### config.mk
export PLATFORM = sky130hd
export DESIGN_NAME = memory_stage
export DESIGN_NICKNAME = d
export VERILOG_FILES = /design/src/rtl/memory_stage.sv
export SDC_FILE = /design/constraint.sdc
export NUM_CORES = 1
export LEC_CHECK = 0
export ABC_AREA = 0
export BUFFER_PORTS_ARGS = -buffer_cell sky130_fd_sc_hd__buf_2
export CORE_AREA = 2 2 95 97
export DETAILED_ROUTE_END_ITERATION = 7
export DIE_AREA = 0 0 97 99
export GPL_TIMING_DRIVEN = 0
export PLACE_DENSITY = 0.76
export SETUP_SLACK_MARGIN = 0.5
export SYNTH_ARGS = -nofsm -noshare
export SYNTH_HDL_FRONTEND = slang
export SYNTH_SLANG_ARGS = --single-unit
### constraint.sdc
create_clock -name clk -period 4.5 [get_ports clk]
set_clock_uncertainty 0.05 [all_clocks]
set_input_delay 0.225 -clock clk [delete_from_list [all_inputs] [get_ports clk]]
set_output_delay 0.225 -clock clk [all_outputs]
set_load 0.05 [all_outputs]
### src/rtl/memory_stage.sv
// memory_stage: MEM pipeline stage plus the MEM/WB pipeline register.
//
// This stage drives the data-memory port using a req/ack handshake, and the
// memory may insert wait states. While an access is outstanding the stage
// stalls the upstream stages and sends bubbles into WB. An instruction
// reaches WB only after it has retired.
//
// Optional feature (compile-time macro DMEM_TIMEOUT_EN):
//   Adds a watchdog on the WAIT state. If no ack arrives within
//   TIMEOUT_CYCLES cycles, the access is dropped and mem_fault pulses for
//   one cycle.
//
// Ports:
//   clk, reset       rising-edge clock; asynchronous active-high reset
//   control_m        {reg_we, sel_reg_write_data, mem_we} of the MEM instr
//   alu_result_m     ALU result / memory byte address
//   write_data_m     store data
//   write_reg_m      destination register index
//   stall_m          1 = hold IF/ID/EX/MEM inputs this cycle
//   dmem_req/we/addr/wdata/rdata/ack   data-memory handshake port
//   control_w, alu_result_w, mem_read_data_w, write_reg_w   MEM/WB register
//   mem_fault        one-cycle timeout pulse (DMEM_TIMEOUT_EN only)
module memory_stage #(
  parameter int REG_ADDR_WIDTH = 5,
  parameter int TIMEOUT_CYCLES = 256
) (
  input  logic                      clk,
  input  logic                      reset,
  input  logic [2:0]                control_m,
  input  logic [31:0]               alu_result_m,
  input  logic [31:0]               write_data_m,
  input  logic [REG_ADDR_WIDTH-1:0] write_reg_m,
  output logic                      stall_m,
  output logic                      dmem_req,
  output logic                      dmem_we,
  output logic [31:0]               dmem_addr,
  output logic [31:0]               dmem_wdata,
  input  logic [31:0]               dmem_rdata,
  input  logic                      dmem_ack,
  output logic [1:0]                control_w,
  output logic [31:0]               alu_result_w,
  output logic [31:0]               mem_read_data_w,
`ifdef DMEM_TIMEOUT_EN
  output logic                      mem_fault,
`endif
  output logic [REG_ADDR_WIDTH-1:0] write_reg_w
);

  if (TIMEOUT_CYCLES < 1 || TIMEOUT_CYCLES > 65535) begin : g_bad_timeout
    $error("memory_stage: TIMEOUT_CYCLES out of range 1..65535");
  end

  typedef enum logic { IDLE = 1'b0, WAIT = 1'b1 } state_t;

  state_t                    state_q, state_d;
  logic [1:0]                control_w_q, control_w_d;
  logic [31:0]               alu_result_w_q, alu_result_w_d;
  logic [31:0]               mem_read_data_w_q, mem_read_data_w_d;
  logic [REG_ADDR_WIDTH-1:0] write_reg_w_q, write_reg_w_d;

  logic is_load, is_store, is_access;
  logic timeout;
  logic retire;

  // A store wins whenever mem_we is set, even if the load select is also set.
  assign is_store  = control_m[0];
  assign is_load   = control_m[1] & ~control_m[0];
  assign is_access = is_load | is_store;

  assign dmem_we    = is_store;
  assign dmem_addr  = {alu_result_m[31:2], 2'b00};
  assign dmem_wdata = write_data_m;

`ifdef DMEM_TIMEOUT_EN
  logic [15:0] tmo_cnt_q, tmo_cnt_d;

  assign timeout   = (state_q == WAIT) & ~dmem_ack & (tmo_cnt_q == 16'(TIMEOUT_CYCLES));
  assign mem_fault = timeout & ~reset;

  // The counter stays at zero in IDLE, so it is already clear on entry to WAIT.
  always_comb begin
    tmo_cnt_d = 16'd0;
    if (state_q == WAIT && !dmem_ack) tmo_cnt_d = tmo_cnt_q + 16'd1;
  end

  always_ff @(posedge clk or posedge reset) begin
    if (reset) tmo_cnt_q <= 16'd0;
    else       tmo_cnt_q <= tmo_cnt_d;
  end
`else
  assign timeout = 1'b0;
`endif

  // The request is held for the whole WAIT state. Upstream is frozen during
  // WAIT, so the M inputs still describe the same access.
  assign dmem_req = ~reset & ((state_q == WAIT) | is_access);
  assign stall_m  = dmem_req & ~dmem_ack & ~timeout;

  // An instruction retires when it is a non-access op, or when its access
  // has been acked. Every other cycle sends a bubble into WB.
  assign retire = ((state_q == IDLE) & ~is_access) | (dmem_req & dmem_ack);

  always_comb begin
    state_d = state_q;
    case (state_q)
      IDLE:    if (is_access && !dmem_ack) state_d = WAIT;
      WAIT:    if (dmem_ack || timeout)    state_d = IDLE;
      default: state_d = IDLE;
    endcase
  end

  always_comb begin
    control_w_d       = 2'b00;
    alu_result_w_d    = alu_result_w_q;
    mem_read_data_w_d = mem_read_data_w_q;
    write_reg_w_d     = write_reg_w_q;
    if (retire) begin
      control_w_d       = control_m[2:1];
      alu_result_w_d    = alu_result_m;
      write_reg_w_d     = write_reg_m;
      mem_read_data_w_d = (is_load && dmem_ack) ? dmem_rdata : 32'd0;
    end
  end

  always_ff @(posedge clk or posedge reset) begin
    if (reset) begin
      state_q           <= IDLE;
      control_w_q       <= 2'b00;
      alu_result_w_q    <= 32'd0;
      mem_read_data_w_q <= 32'd0;
      write_reg_w_q     <= '0;
    end else begin
      state_q           <= state_d;
      control_w_q       <= control_w_d;
      alu_result_w_q    <= alu_result_w_d;
      mem_read_data_w_q <= mem_read_data_w_d;
      write_reg_w_q     <= write_reg_w_d;
    end
  end

  assign control_w       = control_w_q;
  assign alu_result_w    = alu_result_w_q;
  assign mem_read_data_w = mem_read_data_w_q;
  assign write_reg_w     = write_reg_w_q;

endmodule

# Yosys cells after proc, flatten, opt, wreduce, memory -nomap -nowiden
# Cells that the tools add are included.
# word_totals
ff_bits	72
latchBits	0
ram_bits	0
mem_bits_ro	0
inputBits	107
output_inout_bits	138
word_cells	26
n_memories	0
# classes
add_sub_neg	0
n_mul	0
div_mod_pow	0
order_cmp	0
n_eq_ne	0
n_shift	0
n_mux	5
n_bitwise	13
n_reduce_logical	3
# ops
cell	count
32-bit 2-to-1 mux	1
1-bit AND	5
1-bit inverter	5
1-bit OR	3
1-bit logical AND	2
1-bit 2-to-1 mux	2
2-bit 2-to-1 mux	1
1-bit case mux with 2 select lines	1
1-bit logical NOT	1

# Longest topological paths before layout
# depth
word_depth	8
ltp_mapped	5
depth_no_buf	3

# Worst setup path after synthesis
# OpenSTA, ideal clock, no wires.
# synth_path
path_kind	register to output
start	register state_q
end	output stall_m
arrival_ns	1.446
required_ns	4.225
path_slack_ns	2.779
stages_incl_launch_ff	3
n_path_buf	0
path_cell_list	dfrtp_1 -> nor3_4 -> nor3_1
# synth_via
elab_chain_len	3
# synth_rtl
element	line_no	rtl
start, declared	55	state_t state_q, state_d;
start signal, assigned	133	state_q <= state_d;
1-bit OR	96	assign dmem_req = ~reset & ((state_q == WAIT) | is_access);
1-bit AND	96	
1-bit AND	97	assign stall_m = dmem_req & ~dmem_ack & ~timeout;
end, declared	33	output logic stall_m,
# No other way between the ends.

# Worst setup path in the final report
# layout_path
start	register state_q
end	register alu_result_w_q[13] (netlist: alu_result_w[13])
# layout_via
elab_chain_len	4
# layout_rtl
element	line_no	rtl
1-bit OR	96	
1-bit AND	96	
1-bit AND	101	assign retire = ((state_q == IDLE) & ~is_access) | (dmem_req & dmem_ack);
1-bit OR (*)	101	
end signal, assigned	135	alu_result_w_q <= alu_result_w_d;
end, declared	57	logic [31:0] alu_result_w_q, alu_result_w_d;
# Mark *: on every way between the ends. The rest lies on a longest branch, timed or not.
# A chain may end at the register's enable or synchronous reset.

==> flow_metrics.tcl <==
set metrics [dict create \
    die_x_um 97 \
    max-slew-margin-rel_pct 44.2 \
    vias 2495 \
    drt_first_pass_iters 4 \
    comb_power_share_pct 34.3 \
    netlist_area_sq_um 3200 \
    slowest_stage "dfrtp_1" \
    grtUsageMet3_pct 5.60 \
    crit_chain "nor3_4 > or2_1 > buf_6 > buf_6 > mux2_4" \
    syn_avg_cell_area_sq_um 14.0 \
    ys_ff_latch 72 \
    hold_class "primary input to async pin" \
    ios 245 \
    avgViaCountPerCell 4.42 \
    fmax_ghz 0.612 \
    slew_violations 0 \
    r2r_cells 5 \
    slowest_delay_ns 0.39 \
    grt_pass1_wl_mm 11.8 \
    cts_tree "yes" \
    track_usage_pct 15.3 \
    ant_nets 0 \
    fin_setup_tns_ns 0 \
    cts_made_buffers 9 \
    final_hold_viol_count 0 \
    crit_cells 5 \
    p_clk_share_pct 28.1 \
    rrSetupSlack_ns 2.87 \
    path_delay_family "flip-flops" \
    fin_crit_sh_pct 36.3 \
    end_kind "register" \
    portBuffers 210 \
    worst_path_most_repeated_cell "buf_6" \
    antenna_found_initial 0 \
    finalCriticalPeriod_ns 1.63 \
    power_uw 2000 \
    yosys_warnings 0 \
    tightest_slew_ns 0.838 \
    outcome "finished clean" \
    p_leak_uw 0.00261 \
    cap_viol_max_count 0 \
    syn_inst 229 \
    required_ns 4.66 \
    antenna_cells 0 \
    fp-row-count 34 \
    rr_endpoint "alu_result_w[13]$_DFFE_PP0P_" \
    cts_hold_buf 0 \
    clk_latency_ns 0.33 \
    initial_utilization_pct 37.4 \
    routed_wirelength_mm 7.41 \
    grtUsageMet1_pct 16.6 \
    place_hpwl_mm 5.79 \
    cp.arrival_ns 1.80 \
    die-area_sq_um 9600 \
    grt_start_max_net_pins 73 \
    wire_per_inst_um 13.1 \
    powerDensity_nw_per_um2 433 \
    layout.nets 558 \
    fill_cells 764 \
    p_int_uw 1250 \
    ctsRootBufferMaster "clkbuf_8" \
    clockBufferDepth 2 \
    setup_viol 0 \
    drt_iter0_markers 36 \
    grt-ovfl-total 0 \
    dieHeight_um 99 \
    cp-startpoint "state_q$_DFF_PP0_" \
    switchingPower_uw 748 \
    synth_cell_types 17 \
    clkTransAtPathRegs_ns 0.08 \
    cts_sinks 72 \
    grt_pass1_vias 2549 \
    final_layout_size_suffix_gt1_share_pct 73.7 \
    place_congestion 0.731 \
    switching_share_pct 37.5 \
    cp_max_fo 10 \
    htree_levels 3 \
    irDropWorstVdd_mv 0.228 \
    yosysSeqAreaShare_pct 56.3 \
    cts_resized 0 \
    p_seq_share_pct 37.6 \
    rr_startpoint "state_q$_DFF_PP0_" \
    grtUsageMet2_pct 27.4 \
    core_area_sq_um 8550 \
    rsz0062_at_grt "no" \
    start_kind "register" \
    area_delta_synth_final_pct 44.2 \
    drcViolationCount 0 \
    grt-busiest-layer "met2" \
    critPathCapture "alu_result_w[13]$_DFFE_PP0P_" \
    worst-setup-path-type "register to register" \
    path_buf_inv 2 \
    post-cts-setup-buffers 0 \
]
-- final cells by class --
| cell class | instances | area [sq um] | area share, % |
|---|---|---|---|
| Sequential cell | 72 | 1800 | 39.0 |
| Buffer | 76 | 557 | 12.1 |
| Clock buffer | 11 | 141 | 3.06 |
| Tap cell | 108 | 135 | 2.93 |
| Multi-Input combinational cell | 81 | 842 | 18.2 |
| Inverter | 1 | 6.26 | 0.136 |
| Clock inverter | 5 | 80.1 | 1.74 |
| Timing Repair Buffer | 210 | 1050 | 22.8 |
-- power by group through the flow --
stage               registers (uW)  clock network, uW  logic [uW]
floorplan                     1010                  0         278
global placement               760                  0         682
detailed placement             762                  0         691
CTS                            751                576         691
global route                   760                606         714
finish                         751                562         684
-- cells in the mapped netlist --
| cell type | count | share of area [%] |
|---|---|---|
| nor2b_1 | 1 | 0.20 |
| conb_1 | 1 | 0.12 |
| or2_1 | 1 | 0.20 |
| dfrtp_1 | 72 | 56 |
| buf_4 | 65 | 15 |
| clkbuf_1 | 4 | 0.47 |
| nor3_4 | 1 | 0.51 |
| nor2_1 | 3 | 0.35 |
| a22o_1 | 32 | 8.8 |
| and3b_1 | 1 | 0.27 |
| nor3_1 | 1 | 0.16 |
| buf_6 | 3 | 1.1 |
| mux2_2 | 18 | 6.3 |
| mux2_4 | 19 | 8.9 |
| and2_1 | 2 | 0.39 |
| buf_2 | 4 | 0.63 |
| inv_1 | 1 | 0.12 |
-- worst register-to-register path: stages, from the launching register on --
cell and delay (ns):
dfrtp_1 0.39, nor3_4 0.19, or2_1 0.18, buf_6 0.18
buf_6 0.20, mux2_4 0.32
-- cell families (layout without fill, tap and decap cells) --
family | Yosys count | count (layout) | synth area share [%]
buffers and inverters | 77 | 303 | 17.5
flip-flops | 72 | 72 | 56.3
multiplexers | 37 | 37 | 15.2
AO/OA/AOI/OAI | 32 | 32 | 8.76
AND/OR/NAND/NOR | 10 | 10 | 2.07
other | 1 | 2 | 0.117
-- layout by cell type (no fill, tap or decap), types with 2 or more instances in the layout --
master / synthesis / layout
clkinvlp_4: 0 / 2
mux2_2: 18 / 18
buf_2: 4 / 214
and2_1: 2 / 2
bufinv_16: 0 / 2
clkbuf_1: 4 / 5
clkbuf_8: 0 / 10
dfrtp_1: 72 / 72
conb_1: 1 / 2
buf_6: 3 / 3
mux2_4: 19 / 19
a22o_1: 32 / 32
nor2_1: 3 / 3
buf_4: 65 / 65
-- how the worst min path moves through the flow --
stage / startpoint / end / cells past startpoint
floorplan: dmem_ack / state_q$_DFF_PP0_ / 1
global placement: dmem_ack / state_q$_DFF_PP0_ / 2
detailed placement: dmem_ack / state_q$_DFF_PP0_ / 2
CTS: dmem_ack / state_q$_DFF_PP0_ / 2
global route: dmem_rdata[18] / mem_read_data_w[18]$_DFFE_PP0P_ / 2
finish: reset / mem_read_data_w[12]$_DFFE_PP0P_ / 2
-- state kept, by name (all words and copies together), names as in the netlist --
| register | count |
|---|---|
| mem_read_data_w | 32 |
| state_q | 1 |
| alu_result_w | 32 |
| control_w | 2 |
| write_reg_w | 5 |
-- routing by layer --
metal,vias up,part of all wire (%)
li1,1169,-
met1,1156,37
met2,159,51
met3,11,10
met4,0,1.8
met5,-,0
-- through the flow --
stage / cell area (sq um) / hold WS, ns / worst slack, ns / std cells / utilization [%]
2_1_floorplan: 3200 / 0.241 / 2.40 / 230 / -
3_3_place_gp: 4390 / 0.383 / 1.64 / 548 / 51.3
3_5_place_dp: 4390 / 0.388 / 2.80 / 548 / 51.4
4_1_cts: 4610 / 0.0224 / 2.85 / 564 / 54.0
5_1_grt: 4610 / 0.0266 / 2.78 / 564 / 54.0
6_report: 4610 / 0.0438 / 2.87 / 564 / 54.0
(Power assumes the default switching activity.)
